--- config.mk ---
export PLATFORM = sky130hd
export DESIGN_NAME = read_packet_sender
export DESIGN_NICKNAME = d
export VERILOG_FILES = /design/src/rtl/read_packet_sender.sv
export SDC_FILE = /design/constraint.sdc
export NUM_CORES = 1
export LEC_CHECK = 0
export CORE_MARGIN = 10
export CORE_UTILIZATION = 30
export DETAILED_ROUTE_END_ITERATION = 10
export GPL_ROUTABILITY_DRIVEN = 1
export PLACE_DENSITY = 0.59
export SYNTH_ARGS = -nofsm -noshare
export SYNTH_HDL_FRONTEND = slang
export SYNTH_SLANG_ARGS = --single-unit
--- constraint.sdc ---
create_clock -name clk -period 64.2 [get_ports clk]
set_input_delay 16.05 -clock clk [delete_from_list [all_inputs] [get_ports clk]]
set_output_delay 16.05 -clock clk [all_outputs]
set_load 0.01 [all_outputs]
--- src/rtl/read_packet_sender.sv ---
// Output-port packet sender: picks the highest-priority non-empty queue, streams its head
// packet out of packet SRAM through a 3-entry credit-managed FIFO, and pops the queue on eop.
module read_packet_sender #(
    parameter int data_width        = 256,
    parameter int num_of_priorities = 8,
    parameter int priority_width    = 3,
    parameter int len_width         = 7
) (
    input  logic                                   clk,
    input  logic                                   rst_n,
    input  logic                                   en,
    input  logic [num_of_priorities-1:0]           q_nonempty,
    input  logic [num_of_priorities*len_width-1:0] q_head_len,
    output logic [num_of_priorities-1:0]           q_pop,
    output logic                                   rd_en,
    output logic [priority_width-1:0]              rd_prio,
    output logic [len_width-1:0]                   rd_word,
    input  logic [data_width-1:0]                  rd_data,
    output logic [data_width-1:0]                  out_data,
    output logic                                   out_valid,
    output logic                                   out_sop,
    output logic                                   out_eop,
    input  logic                                   out_ready,
    output logic                                   busy
);

    localparam int DEPTH = 3;

    typedef enum logic [1:0] {IDLE, SEND, DRAIN} state_t;

    state_t                    state, state_nxt;
    logic [priority_width-1:0] cur_prio, sel_prio;
    logic [len_width-1:0]      cur_len, sel_len, word_cnt;
    logic                      arb, issue, last_issue, pop;
    logic                      inflight, inflight_sop, inflight_eop;
    logic [1:0]                count, wr_ptr, rd_ptr;
    logic [data_width-1:0]     wr_data;
    logic [data_width-1:0]     fifo_data [DEPTH];
    logic [DEPTH-1:0]          fifo_sop, fifo_eop;

    function automatic logic [1:0] ptr_inc(input logic [1:0] ptr);
        return (ptr == 2'(DEPTH - 1)) ? 2'd0 : ptr + 2'd1;
    endfunction

    // Highest index wins; a zero-length head is sent as a single word.
    always_comb begin
        sel_prio = '0;
        sel_len  = '0;
        for (int p = 0; p < num_of_priorities; p++) begin
            if (q_nonempty[p]) begin
                sel_prio = priority_width'(p);
                sel_len  = q_head_len[p*len_width +: len_width];
            end
        end
        if (sel_len == '0)
            sel_len = len_width'(1);
    end

    // Credit covers both the FIFO and the word still in flight from SRAM.
    assign arb        = (state == IDLE) && en && (|q_nonempty);
    assign issue      = (state == SEND) && ((3'(count) + 3'(inflight)) < 3'(DEPTH));
    assign last_issue = issue && (word_cnt == cur_len - len_width'(1));
    assign pop        = out_valid && out_ready;

    always_comb begin
        state_nxt = state;
        q_pop     = '0;
        case (state)
            IDLE:  if (arb) state_nxt = SEND;
            SEND:  if (last_issue) state_nxt = DRAIN;
            DRAIN: begin
                if (pop && out_eop) begin
                    q_pop[cur_prio] = 1'b1;
                    state_nxt       = IDLE;
                end
            end
            default: state_nxt = IDLE;
        endcase
    end

    always_ff @(posedge clk or negedge rst_n) begin
        if (!rst_n) begin
            state        <= IDLE;
            cur_prio     <= '0;
            cur_len      <= '0;
            word_cnt     <= '0;
            inflight     <= 1'b0;
            inflight_sop <= 1'b0;
            inflight_eop <= 1'b0;
        end else begin
            state        <= state_nxt;
            inflight     <= issue;
            inflight_sop <= issue && (word_cnt == '0);
            inflight_eop <= last_issue;
            if (arb) begin
                cur_prio <= sel_prio;
                cur_len  <= sel_len;
                word_cnt <= '0;
            end else if (issue) begin
                word_cnt <= word_cnt + len_width'(1);
            end
        end
    end

    // First beat carries the queue index in the field the write side decodes as priority.
    always_comb begin
        wr_data = rd_data;
        if (inflight_sop)
            wr_data[4 +: priority_width] = cur_prio;
    end

    always_ff @(posedge clk or negedge rst_n) begin
        if (!rst_n) begin
            count    <= '0;
            wr_ptr   <= '0;
            rd_ptr   <= '0;
            fifo_sop <= '0;
            fifo_eop <= '0;
        end else begin
            if (inflight) begin
                fifo_sop[wr_ptr] <= inflight_sop;
                fifo_eop[wr_ptr] <= inflight_eop;
                wr_ptr           <= ptr_inc(wr_ptr);
            end
            if (pop)
                rd_ptr <= ptr_inc(rd_ptr);
            count <= count + 2'(inflight) - 2'(pop);
        end
    end

    always_ff @(posedge clk) begin
        if (inflight)
            fifo_data[wr_ptr] <= wr_data;
    end

    assign out_valid = (count != '0);
    assign out_sop   = out_valid & fifo_sop[rd_ptr];
    assign out_eop   = out_valid & fifo_eop[rd_ptr];
    assign out_data  = out_valid ? fifo_data[rd_ptr] : '0;
    assign rd_en     = issue;
    assign rd_prio   = issue ? cur_prio : '0;
    assign rd_word   = issue ? word_cnt : '0;
    assign busy      = (state != IDLE);

endmodule

==> results.md <==
* Outcome: complete, no violations
* Synthesized net count at 2512
* FP Rows at 119
* Leading area contributor after synthesis: edfxtp_1
* Relative slew margins at 0.263
* Fin. max-slew vios at 0
* Post_cts resized at 0
* Post-CTS Hold Buffers at 0
* Number of global-route vias before repair at 19400
* Gpl congestion at 0.822
* Post-DP HPWL at 52900 µm
* Placed cells at 4075
* Reg-to-reg setup timing slack at 60.70 ns
* Clk_lat worst skew at 0.65 ns
* Mean Syn Cell Area at 14.5 µm²
* DRC Markers at 0
* First-pass GRT wire length at 123000 µm
* Syn Inst Count at 2181
* Setup TNS at 0 ns
* Max-Cap Viols at 0
* Initial antenna violation count at 21
* Worst Reg-to-Reg Cells at 4
* Routed Antenna Nets at 0
* Most frequent cells in the layout: 768 x edfxtp_1, 602 x clkdlybuf4s50_1, 545 x nor2_1, 273 x a21oi_1, 259 x mux2i_1
* Tcrit/Tclk final at 0.527
* Setup crit start: out_ready
* Crit-path cells: clkdlybuf4s50_1 > nand2_1 > nor3_1 > nand2b_1 > nor3_1 > clkdlybuf4s50_1
* FF+latch count, synth at 802
* Detailed-route via count at 19500
* Crit path time final at 33.85 ns
* Num CTS Buffers at 88
* Pin count of the biggest net entering global routing at 130
* Vias per cell at 4.61
* CTS Buffer Depth at 3
* CTS tree: yes
* Fin. Hold Viols at 0
* CTS HTree Levels at 3
* Post-synth EDFFs at 768
* Worst setup path end: q_pop[0]
* I/O Pins at 603
* Worst hold slack at 0.505 ns
* Commonest non-fill, non-tap cell in the layout: edfxtp_1
* Core Area at 0.105 mm²
* Post-synthesis cell area at 0.0317 mm²
* Die W at 345 µm
* Worst slew pin tran at 1.11 ns
* CP peak stage delay at 0.58 ns
* PnR Total Power at 2.20 mW
* Max frequency at 29.5 MHz
* Clock transition at path regs at 0.05 ns
* Layout Utilization at 0.400
* Peak fanout along the critical path at 5
* FF-to-FF Start: wr_ptr[0]
* Comb pwr share at 0.414
* Req. time, crit path at 48.15 ns
* Starting Density at 0.302
* Post-CTS setup buffers at 0
* Sw power at 0.768 mW
* VDD IR max at 0.0539 mV
* Top post-synthesis cells by area: edfxtp_1 73%, mux2i_1 8.2%, nor2_1 6.5%
* Reg-to-reg endpoint: fifo_data[2][154]
* Worst Setup End Kind: primary output
* Clock Skews at 0.0190 ns
* Switching Fraction at 0.348
* Total routed wirelength at 83300 µm
* Die height at 345 µm
* FFs w/ async S/R, synth at 0.0424
* DR iter-0 viols at 980
* # port buffers at 602
* DR pass1 iterations at 4
* Fin worst setup slack at 30.35 ns
* Post-synth top area share at 0.727
* Fillers at 9842
* Clock share of power at 0.225
* Layout Cells excl Fill at 4233
* WS Path Type: in -> out
* Layout cells sized above 1 at 0.0623
* P_leak at 14.7 nW
* P_int at 1.44 mW
* Startpoint types: input port
* Die area at 0.119 mm²
* Nets at 3105
* Ys flop type: edfxtp_1
* Total Routing Usage GR at 0.133
* Distinct cells, synth at 48
* Root Driver: clkbuf_16
* CTS sink count at 802
* Sequential power share at 0.360
* Worst path arrival time at 17.80 ns
* Hold Path Class: reg -> reg
* Routed length per instance at 19.7 µm
* PD cells at 52.4 mW/mm²
* Pre-CTS setup slack at 30.36 ns
* Synthesis warning total at 0
* Grt total ovfl at 0
* Cell Area, Placed at 0.0392 mm²
* Sequential share of the synthesized area at 0.754
* Slowest cell on crit path: clkdlybuf4s50_1
* Setup violators final at 0
* Final instance area at 0.0421 mm²
* RSZ-0062 raised after global routing: no
* P&R area growth vs syn at 32.6%
## cell usage after synthesis (6+ instances only)
master / instances
a21oi_1: 273
a221oi_1: 6
and2_1: 11
buf_2: 30
clkbuf_1: 88
dfrtp_1: 34
edfxtp_1: 768
ha_1: 7
inv_1: 19
mux2_2: 12
mux2i_1: 259
nand2_1: 14
nand2b_1: 6
nor2_1: 546
nor3_1: 8
xnor2_1: 11
xor2_1: 9
## layer usage
metal  part of all wire  track usage  vias to the layer above
met2               0.49        0.221                      562
met3              0.075       0.0450                      130
met1               0.41        0.163                     9569
met5             0.0027            0                        -
li1                   -            -                     9208
met4              0.019       0.0400                       34
## area by class of cell
cell class	count	area [µm²]	share of cell area
Timing Repair Buffer	628	6250	0.149
Antenna cell	3	7.51	0.000178
Multi-Input combinational cell	1235	7230	0.172
Clock buffer	101	2250	0.0535
Clock inverter	54	583	0.0139
Sequential cell	802	23900	0.569
Inverter	19	86.3	0.00205
Tap cell	1391	1740	0.0414
## state kept, by name, summed over array words and instances, names as in the netlist
register	cells
fifo_data	768
inflight_eop	1
fifo_eop	3
inflight	1
rd_ptr	2
count	2
state	2
word_cnt	7
inflight_sop	1
wr_ptr	2
fifo_sop	3
cur_len	7
cur_prio	3
## worst max-delay path, delay by kind of cell
kind,cells,cell delay (ns)
buffers and inverters,2,1.03
and+or+nand+nor,4,0.72
## worst min path at each step
stage           startpoint          end  cells after the start
2_1_floorplan     count[1]     count[1]                      1
5_1_grt        fifo_eop[0]  fifo_eop[0]                      1
3_3_place_gp   fifo_sop[1]  fifo_sop[1]                      1
6_report       fifo_eop[0]  fifo_eop[0]                      1
4_1_cts        fifo_eop[0]  fifo_eop[0]                      1
3_5_place_dp   fifo_sop[2]  fifo_sop[2]                      1
## logic make-up (layout without fill, tap and decap cells)
kind of cell / after synthesis / count (layout) / share of synthesized area
AOI/OAI and AO/OA: 323 / 323 / 0.0555
xor gates and xnor gates: 20 / 20 / 0.00552
adders and majority gates: 7 / 7 / 0.00276
buffers and inverters: 144 / 802 / 0.0187
DFF: 802 / 802 / 0.754
muxes: 271 / 271 / 0.0860
other: 0 / 3 / 0
and+or+nand+nor: 614 / 614 / 0.0776
## power by group through the flow
stage | combinational [mW] | sequential [mW] | clock (mW)
final | 0.913 | 0.794 | 0.497
after global routing | 1.00 | 0.808 | 0.535
after CTS | 0.941 | 0.795 | 0.514
after detailed placement | 0.936 | 0.806 | 0
after global placement | 0.937 | 0.802 | 0
after floorplan | 0.481 | 0.849 | 0
(Power assumes the default switching activity.)
